==> config.mk <==
export PLATFORM = sky130hd
export DESIGN_NAME = tx_cmd_scheduler
export DESIGN_NICKNAME = d
export VERILOG_FILES = /design/src/rtl/tx_cmd_scheduler.sv
export SDC_FILE = /design/constraint.sdc
export NUM_CORES = 1
export LEC_CHECK = 0
export CAP_MARGIN = 10
export CORE_ASPECT_RATIO = 0.75
export CORE_UTILIZATION = 45
export DETAILED_ROUTE_END_ITERATION = 12
export GPL_TIMING_DRIVEN = 0
export HOLD_SLACK_MARGIN = 0.03
export PLACE_DENSITY = 0.72
export RECOVER_POWER = 100
export SETUP_SLACK_MARGIN = 0.15
export SLEW_MARGIN = 0
export SYNTH_ARGS = -nofsm -noshare
export SYNTH_HDL_FRONTEND = slang
export SYNTH_SLANG_ARGS = --single-unit
export TNS_END_PERCENT = 10
==> constraint.sdc <==
create_clock -name clock_clk -period 3 [get_ports clock_clk]
set_input_delay 0.3 -clock clock_clk [delete_from_list [all_inputs] [get_ports clock_clk]]
set_output_delay 0.3 -clock clock_clk [all_outputs]
set_load 0.005 [all_outputs]
==> src/rtl/tx_cmd_scheduler.sv <==
// tx_cmd_scheduler: round-robin dispatch of two requester FIFOs onto two TX engines with ack timeout.
module tx_cmd_scheduler #(
  parameter int FIFO_DEPTH  = 4,
  parameter int ADDR_W      = 25,
  parameter int ACK_TIMEOUT = 15
) (
  input  logic                         clock_clk,
  input  logic                         reset_reset_n,
  input  logic                         mac_inited,
  input  logic                         cal_success,
  input  logic                         req0_cmd_send,
  input  logic [ADDR_W-1:0]            req0_start_ram_addr,
  input  logic                         req1_cmd_send,
  input  logic [ADDR_W-1:0]            req1_start_ram_addr,
  input  logic                         tx0_busy,
  input  logic                         tx1_busy,
  output logic                         tx0_cmd_send,
  output logic                         tx1_cmd_send,
  output logic [ADDR_W-1:0]            tx0_start_ram_addr,
  output logic [ADDR_W-1:0]            tx1_start_ram_addr,
  output logic [$clog2(FIFO_DEPTH):0]  req0_level,
  output logic [$clog2(FIFO_DEPTH):0]  req1_level,
  output logic                         req0_overflow,
  output logic                         req1_overflow,
  input  logic                         ovf_clear,
  output logic                         tx0_timeout,
  output logic                         tx1_timeout
);
  localparam int PW = $clog2(FIFO_DEPTH);
  localparam int LW = PW + 1;
  localparam int CW = $clog2(ACK_TIMEOUT + 1);
  typedef enum logic [1:0] {IDLE, WAIT_ACK, BUSY} st_t;
  logic [ADDR_W-1:0] mem_q [2][FIFO_DEPTH];
  logic [PW-1:0]     wp_q [2];
  logic [PW-1:0]     rp_q [2];
  logic [LW-1:0]     lvl_q [2];
  logic [CW-1:0]     cnt_q [2];
  logic [CW-1:0]     cnt_d [2];
  st_t               st_q [2];
  st_t               st_d [2];
  logic [ADDR_W-1:0] txa_q [2];
  logic [ADDR_W-1:0] waddr [2];
  logic [ADDR_W-1:0] head;
  logic [1:0]        push, wr, pop, ne, full, busy, send_q, ovf_q, to;
  logic              en, rr_q, sel, ch, disp;
  assign push     = {req1_cmd_send, req0_cmd_send};
  assign busy     = {tx1_busy, tx0_busy};
  assign waddr[0] = req0_start_ram_addr;
  assign waddr[1] = req1_start_ram_addr;
  always_comb begin
    en = mac_inited & cal_success;
    for (int i = 0; i < 2; i++) begin
      ne[i]   = lvl_q[i] != '0;
      full[i] = lvl_q[i] == LW'(FIFO_DEPTH);
    end
    sel  = rr_q ? ne[1] : ~ne[0];
    ch   = st_q[0] != IDLE;
    disp = en && (|ne) && (st_q[0] == IDLE || st_q[1] == IDLE);
    head = mem_q[sel][rp_q[sel]];
    pop  = disp ? (sel ? 2'b10 : 2'b01) : 2'b00;
    for (int i = 0; i < 2; i++)
      wr[i] = push[i] && (!full[i] || pop[i]);
    st_d  = st_q;
    cnt_d = cnt_q;
    to    = '0;
    // busy is ignored during the dispatch pulse cycle; the ack window starts the cycle after
    for (int k = 0; k < 2; k++) begin
      if (disp && int'(ch) == k) begin
        st_d[k]  = WAIT_ACK;
        cnt_d[k] = '0;
      end else if (st_q[k] == WAIT_ACK && !send_q[k]) begin
        if (busy[k]) st_d[k] = BUSY;
        else if (cnt_q[k] == CW'(ACK_TIMEOUT - 1)) begin
          to[k]   = 1'b1;
          st_d[k] = IDLE;
        end else cnt_d[k] = cnt_q[k] + 1'b1;
      end else if (st_q[k] == BUSY && !busy[k]) st_d[k] = IDLE;
    end
  end
  always_ff @(posedge clock_clk) begin
    for (int i = 0; i < 2; i++) begin
      if (!reset_reset_n) begin
        wp_q[i]   <= '0;
        rp_q[i]   <= '0;
        lvl_q[i]  <= '0;
        ovf_q[i]  <= 1'b0;
        st_q[i]   <= IDLE;
        cnt_q[i]  <= '0;
        send_q[i] <= 1'b0;
        txa_q[i]  <= '0;
      end else begin
        if (wr[i]) begin
          mem_q[i][wp_q[i]] <= waddr[i];
          wp_q[i]           <= wp_q[i] + 1'b1;
        end
        if (pop[i]) rp_q[i] <= rp_q[i] + 1'b1;
        lvl_q[i]  <= lvl_q[i] + LW'(wr[i]) - LW'(pop[i]);
        ovf_q[i]  <= ovf_clear ? 1'b0 : ovf_q[i] | (push[i] & ~wr[i]);
        st_q[i]   <= st_d[i];
        cnt_q[i]  <= cnt_d[i];
        send_q[i] <= disp && int'(ch) == i;
        if (disp && int'(ch) == i) txa_q[i] <= head;
      end
    end
    if (!reset_reset_n) rr_q <= 1'b0;
    else if (disp) rr_q <= ~sel;
  end
  assign tx0_cmd_send       = send_q[0];
  assign tx1_cmd_send       = send_q[1];
  assign tx0_start_ram_addr = txa_q[0];
  assign tx1_start_ram_addr = txa_q[1];
  assign req0_level         = lvl_q[0];
  assign req1_level         = lvl_q[1];
  assign req0_overflow      = ovf_q[0];
  assign req1_overflow      = ovf_q[1];
  assign tx0_timeout        = to[0];
  assign tx1_timeout        = to[1];
endmodule

# ---- Word-level counts from Yosys, hierarchy flattened
# Memory sizes are Yosys's and may differ from the RTL's.
# Cells that the tools add are included.
dict set report totals {
  ramBits 264
  inputBits 59
  ff_bits 17
  latch_bits 0
  rom_bits 0
  output_inout_bits 62
  wordCells 165
  n_memories 5
}
# memory words word_bits rd rd_ports_with_merged_regs wr line
set memory_table {}
lappend memory_table {mem_q 2 100 1 0 2 33} ;# logic [ADDR_W-1:0] mem_q [2][FIFO_DEPTH];
lappend memory_table {txa_q 2 25 2 0 2 41} ;# logic [ADDR_W-1:0] txa_q [2];
lappend memory_table {lvl_q 2 3 2 0 2 36} ;# logic [LW-1:0] lvl_q [2];
lappend memory_table {rp_q 2 2 3 0 2 35} ;# logic [PW-1:0] rp_q [2];
lappend memory_table {wp_q 2 2 2 0 2 34} ;# logic [PW-1:0] wp_q [2];
dict set report op_classes {
  n_addsub 10
  muxes 58
  shifts 0
  reduce_logical 40
  mul 0
  magnitude_cmp 5
  n_eq_ne 12
  div_mod_pow 0
  bitwise_logic 26
}
# op n
set op_table {}
lappend op_table {{2-to-1 mux 100 bit} 2}
lappend op_table {{2-to-1 mux 25 bit} 6}
lappend op_table {{demux 25 bit (select 2 bit)} 2}
lappend op_table {{binary-select mux 25 bit (select 2 bit)} 1}
lappend op_table {{2-to-1 mux 1 bit} 31}
lappend op_table {{2-to-1 mux 2 bit} 14}
lappend op_table {{logical AND 1 bit} 12}
lappend op_table {{nonzero test 3 bit} 4}
lappend op_table {{NOT 1 bit} 10}
lappend op_table {{bitwise OR 1 bit} 10}
lappend op_table {{greater-or-equal comparator 3 bit (second input constant)} 3}
lappend op_table {{NOT 2 -> 3 bit} 3}
lappend op_table {{adder 2 x 1 -> 2 bit (second input constant)} 4}
lappend op_table {{adder 4 x 1 -> 4 bit (second input constant)} 2}
lappend op_table {{equality test 4 bit (second input constant)} 2}
lappend op_table {{inequality test 4 x 2 -> 1 bit (second input constant)} 2}
lappend op_table {{AND reduction 2 bit} 4}
lappend op_table {{OR reduction 2 bit} 4}
lappend op_table {{adder 3 x 1 -> 3 bit} 2}
lappend op_table {{equality test 3 bit (second input constant)} 2}
lappend op_table {{zero test 1 bit} 6}
lappend op_table {{less-than comparator 3 x 1 -> 1 bit (second input constant)} 2}
lappend op_table {{2-to-1 mux 3 bit} 2}
lappend op_table {{inequality test 3 x 2 -> 1 bit (second input constant)} 2}
lappend op_table {{other kinds (8)} 19}

# ---- Depth between registers and ports, before layout
# An unclocked memory read counts as a cell.
dict set report logic_depth {
  ltp_word 12
  mapped_depth 9
  depth_no_buf 9
}

# ---- Least setup slack after synthesis
# Ideal clock, no wire load.
dict set report synth_path {
  kind {flip-flop to flip-flop}
  startpoint {memory lvl_q[0][2] (netlist name)}
  endpoint {memory mem_q[1][0] (netlist name) (enable)}
  setup_ps 384
  t_required_ps 2616
  path_slack_ps 613
  path_buffers 0
  arrival_time_ps 2003
  stages_incl_launch_ff 5
  path_cell_list {dfxtp_1 > nor3_4 > o2111ai_1 > a31oi_1 > and3_1}
}
# item line
set synth_rtl {}
lappend synth_rtl {{start, declared} 36}
lappend synth_rtl {{end, declared} 33}

==> results.md <==
Outcome:
- The run finished with clean final reports.

Timing:
- Setup violations remaining at the end of the flow were counted as 0.
- The highest clock rate is 345 MHz.
- Setup repair after global routing could not meet its margin everywhere.
- The worst hold-check slack is 0.426 ns.
- For the finished layout, the period the worst path requires is 2.90 ns.
- The final worst-path cycle share is 96.7%.
- The transition time at the pin with the least slew margin is 1.21 ns.
- The number of pins exceeding their max-slew limit in the final report is 0.
- The number of hold-slack violations in the final timing report was 0.
- Measured against its own limit, the worst slew margin works out to 19.3%.
- For the final database, setup skew stands at 0.0128 ns.

Critical path:
- The signal on the critical path passes through or4b_1 -> buf_2 -> o21ai_2 -> clkbuf_2 -> clkbuf_1 -> mux2i_1 -> mux2i_1 -> nor2_1.
- The worst-path cell with the longest stage delay is sky130_fd_sc_hd__clkbuf_1.
- The number of buffer and inverter instances along the worst setup path is 3.
- In this run the critical register-to-register path is captured at txa_q[1][23]$_SDFFCE_PN0P_.
- The worst setup path is launched from a flop.
- The number of cells on the worst reg-to-reg path is 8.
- The cell class contributing the biggest share of worst-path delay is buffers and inverters.
- In this run the critical register-to-register path is launched from lvl_q[1][1]$_SDFF_PN0_.
- The setup check on the worst reg-to-reg path leaves a slack of 0.1 ns.
- The kind of critical path is flop to flop.
- The most numerous cell type found on the critical path is sky130_fd_sc_hd__mux2i_1.
- The worst path arrival time is 3.17 ns.
- The largest single stage delay on the critical path is 0.55 ns.
- Along the worst path, the maximum fanout reaches 10.
- The type of destination of the critical path is a flop.
- STA puts the critical path data required time at 3.27 ns.

Floorplanning:
- Once the floorplan was initialized, standard cells occupied 46.6% of the core.
- The floorplan core area is 0.0243 sq mm.
- The die span in x is 185 um.
- The area enclosed by the die boundary is 0.0259 sq mm.
- After floorplanning, the core was divided into 49 placement rows.
- The die is 140 um tall.
- In this run the count of I/O pins placed on the die edge is 121.

Global routing:
- The sum of overflow across all layers after global routing is 0.
- The number of global-route vias before repair came to 6049.
- Entering global routing, the biggest net connects 30 pins.
- The initial antenna violation count was 0.
- The aggregate global-route resource usage is 18.3%.
- The first global-routing pass estimated 34900 um of wire.

Hold path:
- The hold path startpoint is req0_cmd_send.
- The path class of the tightest hold or removal check is primary input to flop.
- The number of cells on the worst hold path is 3.
- The end point of the most critical hold path is ovf_q[0]$_SDFF_PP0_.

Clock network:
- In this run the deepest clock path goes through 3 buffers.
- The post-CTS setup buffer count is 0.
- TritonCTS built the clock tree.
- The H-tree depth is 1.
- The number of clock buffers added by TritonCTS is 27.
- The CTS clock-pin slew for the worst setup and hold paths is 0.06 ns.
- The clock latency at the later pin of the worst-skew pair is 0.54 ns.
- For this design, the sink count on the clock tree is 281.
- CTS placed an instance of sky130_fd_sc_hd__clkbuf_16 at the clock tree root.
- After clock tree synthesis, the flow added hold-fix buffers numbering 0.

Final layout:
- The area growth from synthesis to final layout is 22.8%.
- After routing the design area is 0.0139 sq mm.
- The final layout contains 933 nets.
- The share of post-route cells with drive strength above 1 is 9.84%.

Yosys:
- The synthesized design spends more area on one cell type than any other, namely sky130_fd_sc_hd__edfxtp_1.
- The fraction of registers with async set or reset after synthesis is 0%.
- Synthesis inferred 281 register bits.
- The distinct cell type count after synthesis is 41.
- The share of the Yosys chip area taken by registers is 72.3%.
- The area fraction of the dominant cell type after synthesis is 68.3%.
- The combined area of all synthesized cells is 0.0113 sq mm.
- The most common cell in the synthesized netlist is sky130_fd_sc_hd__edfxtp_1.
- The most frequently used flop master after synthesis is sky130_fd_sc_hd__edfxtp_1.
- The number of synthesized flops with an enable pin is 258.
- The warning count from the yosys run is 0.
- Sorting the synthesized cells by area gives the leading types as sky130_fd_sc_hd__edfxtp_1 (68%), sky130_fd_sc_hd__mux2i_1 (13%), sky130_fd_sc_hd__dfxtp_1 (4.1%).
- The gate count after technology mapping is 702.
- By count the netlist is led by sky130_fd_sc_hd__edfxtp_1 (258), sky130_fd_sc_hd__mux2i_1 (152), sky130_fd_sc_hd__nor2_1 (79).
- A synthesized cell averages 16.2 sq um.
- When the netlist entered floorplanning its net count stood at 779.

Drt:
- The mean routed wirelength per cell is 19.2 um.
- The number of vias per cell after detailed routing is 5.13.
- The total iterations of the first detailed-routing run is 5.
- In the routed design, unresolved DRC markers number 0.
- For this block, the routed nets add up to 23200 um of wire.
- The post-detailed-route count of antenna-violating nets is 0.
- The detailed router finished its first iteration with 528 violations.
- The via count is 6191.

Pwr:
- The worst-case IR drop observed on VDD is 0.426 mV.
- The power density over cell area is 771 mW/mm^2.
- The reported leakage power is 5.11 nW.

Placement:
- The placed wire-length estimate is 15800 um.
- The post-place instance area is 0.0131 sq mm.
- The global placer's final weighted congestion is 0.760.
- The number of input and output port buffers inserted is 120.

Run:
- The count of maximum capacitance violations is 0.
registers in the layout (all words and copies together) (netlist names), 4 cells and up:
signal	cells
rp_q	4
txa_q	50
cnt_q	8
wp_q	4
mem_q	200
st_q	4
lvl_q	6
layout by cell type, fill, tap and decap left out, types with 4 or more instances in the layout:
cell and instances:
sky130_fd_sc_hd__edfxtp_1 258, sky130_fd_sc_hd__clkdlybuf4s50_1 8, sky130_fd_sc_hd__clkbuf_1 17, sky130_fd_sc_hd__o2111ai_1 5
sky130_fd_sc_hd__nand3_1 8, sky130_fd_sc_hd__xnor2_1 6, sky130_fd_sc_hd__mux2i_2 8, sky130_fd_sc_hd__nor2b_1 7
sky130_fd_sc_hd__mux2i_1 141, sky130_fd_sc_hd__dlygate4sd3_1 112, sky130_fd_sc_hd__xor2_1 6, sky130_fd_sc_hd__clkbuf_16 27
sky130_fd_sc_hd__inv_1 22, sky130_fd_sc_hd__nand2_1 18, sky130_fd_sc_hd__dfxtp_1 23, sky130_fd_sc_hd__and2_1 8
sky130_fd_sc_hd__clkbuf_2 8, sky130_fd_sc_hd__clkinv_2 5, sky130_fd_sc_hd__o21ai_0 5, sky130_fd_sc_hd__buf_2 5
sky130_fd_sc_hd__mux2_2 6, sky130_fd_sc_hd__ha_1 16, sky130_fd_sc_hd__nand2b_1 4, sky130_fd_sc_hd__nor2_1 79
sky130_fd_sc_hd__clkinv_1 7
how the worst max path moves through the flow:
stage | start | endpoint | depth (start not counted)
floorplan | lvl_q[0][2]$_SDFF_PN0_ | mem_q[1][0]$_DFFE_PP_ | 4
global placement | cal_success | mem_q[1][86]$_DFFE_PP_ | 4
detailed placement | lvl_q[1][1]$_SDFF_PN0_ | txa_q[1][15]$_SDFFCE_PN0P_ | 8
CTS | lvl_q[1][1]$_SDFF_PN0_ | txa_q[1][12]$_SDFFCE_PN0P_ | 8
global route | lvl_q[0][2]$_SDFF_PN0_ | mem_q[1][68]$_DFFE_PP_ | 4
finish | lvl_q[1][1]$_SDFF_PN0_ | txa_q[1][23]$_SDFFCE_PN0P_ | 8
per-stage QoR:
step | util, % | TNS (ns) | setup WS (ns) | total power (W) | instances
2_1_floorplan | - | 0 | 0.613 | 0.00657 | 702
3_3_place_gp | 53.3 | -45.17 | -0.317 | 0.00762 | 1153
3_5_place_dp | 53.6 | 0 | 0.0213 | 0.00768 | 1157
4_1_cts | 57.0 | 0 | 0.120 | 0.0108 | 1204
5_1_grt | 57.3 | -3.06 | -0.0561 | 0.0112 | 1205
6_report | 57.3 | 0 | 0.0981 | 0.0108 | 1207
where the power goes:
part / leakage [nW] / switching (W) / internal [W] / total, W
sequential: 2.61 / 0.000122 / 0.00463 / 0.00475
clock: 0.394 / 0.00137 / 0.00173 / 0.00310
combinational: 2.11 / 0.00168 / 0.00122 / 0.00290
total: 5.11 / 0.00317 / 0.00758 / 0.0108
per-layer routing:
layer	vias up	GRT usage (%)	routed length (um)
met3	28	2.59	1540
met5	-	0	0
li1	2938	-	-
met1	3006	27.7	10900
met2	219	28.1	10300
met4	0	4.48	401
layout make-up:
cell class / instances / area, sq um
inverters: 22 / 82.6
clock buffers: 30 / 687
fillers: 1938 / 10400
flip-flops and latches: 281 / 8210
diodes: 2 / 5.00
multi-input cells: 368 / 2980
well taps: 331 / 414
clock inverters: 17 / 115
repair buffers: 125 / 1290
plain buffers: 31 / 158
tightest hold or removal path, cell delays in order:
cell,delay (ns)
sky130_fd_sc_hd__clkdlybuf4s50_1,0.45
sky130_fd_sc_hd__nand2_1,0.07
sky130_fd_sc_hd__o21ai_0,0.08
what timing repair did:
action / 4_1_cts / 5_1_grt
cloned: 0 / 0
endpoints found under the setup margin: 39 / 175
gates resized for setup: 2 / 32
cell families (layout without fill, tap and decap cells):
group | count (synthesis) | in the layout | synth area share (%)
AO/OA/AOI/OAI | 32 | 32 | 2.15
buffers and inverters | 53 | 225 | 2.12
flip-flops | 281 | 281 | 72.3
XOR/XNOR | 12 | 12 | 0.926
adder cells (fa/ha/maj) | 18 | 18 | 2.12
other | 0 | 2 | 0
AND/OR/NAND/NOR | 146 | 146 | 5.97
multiplexers | 160 | 160 | 14.4
Power figures use the tool's default switching activity.
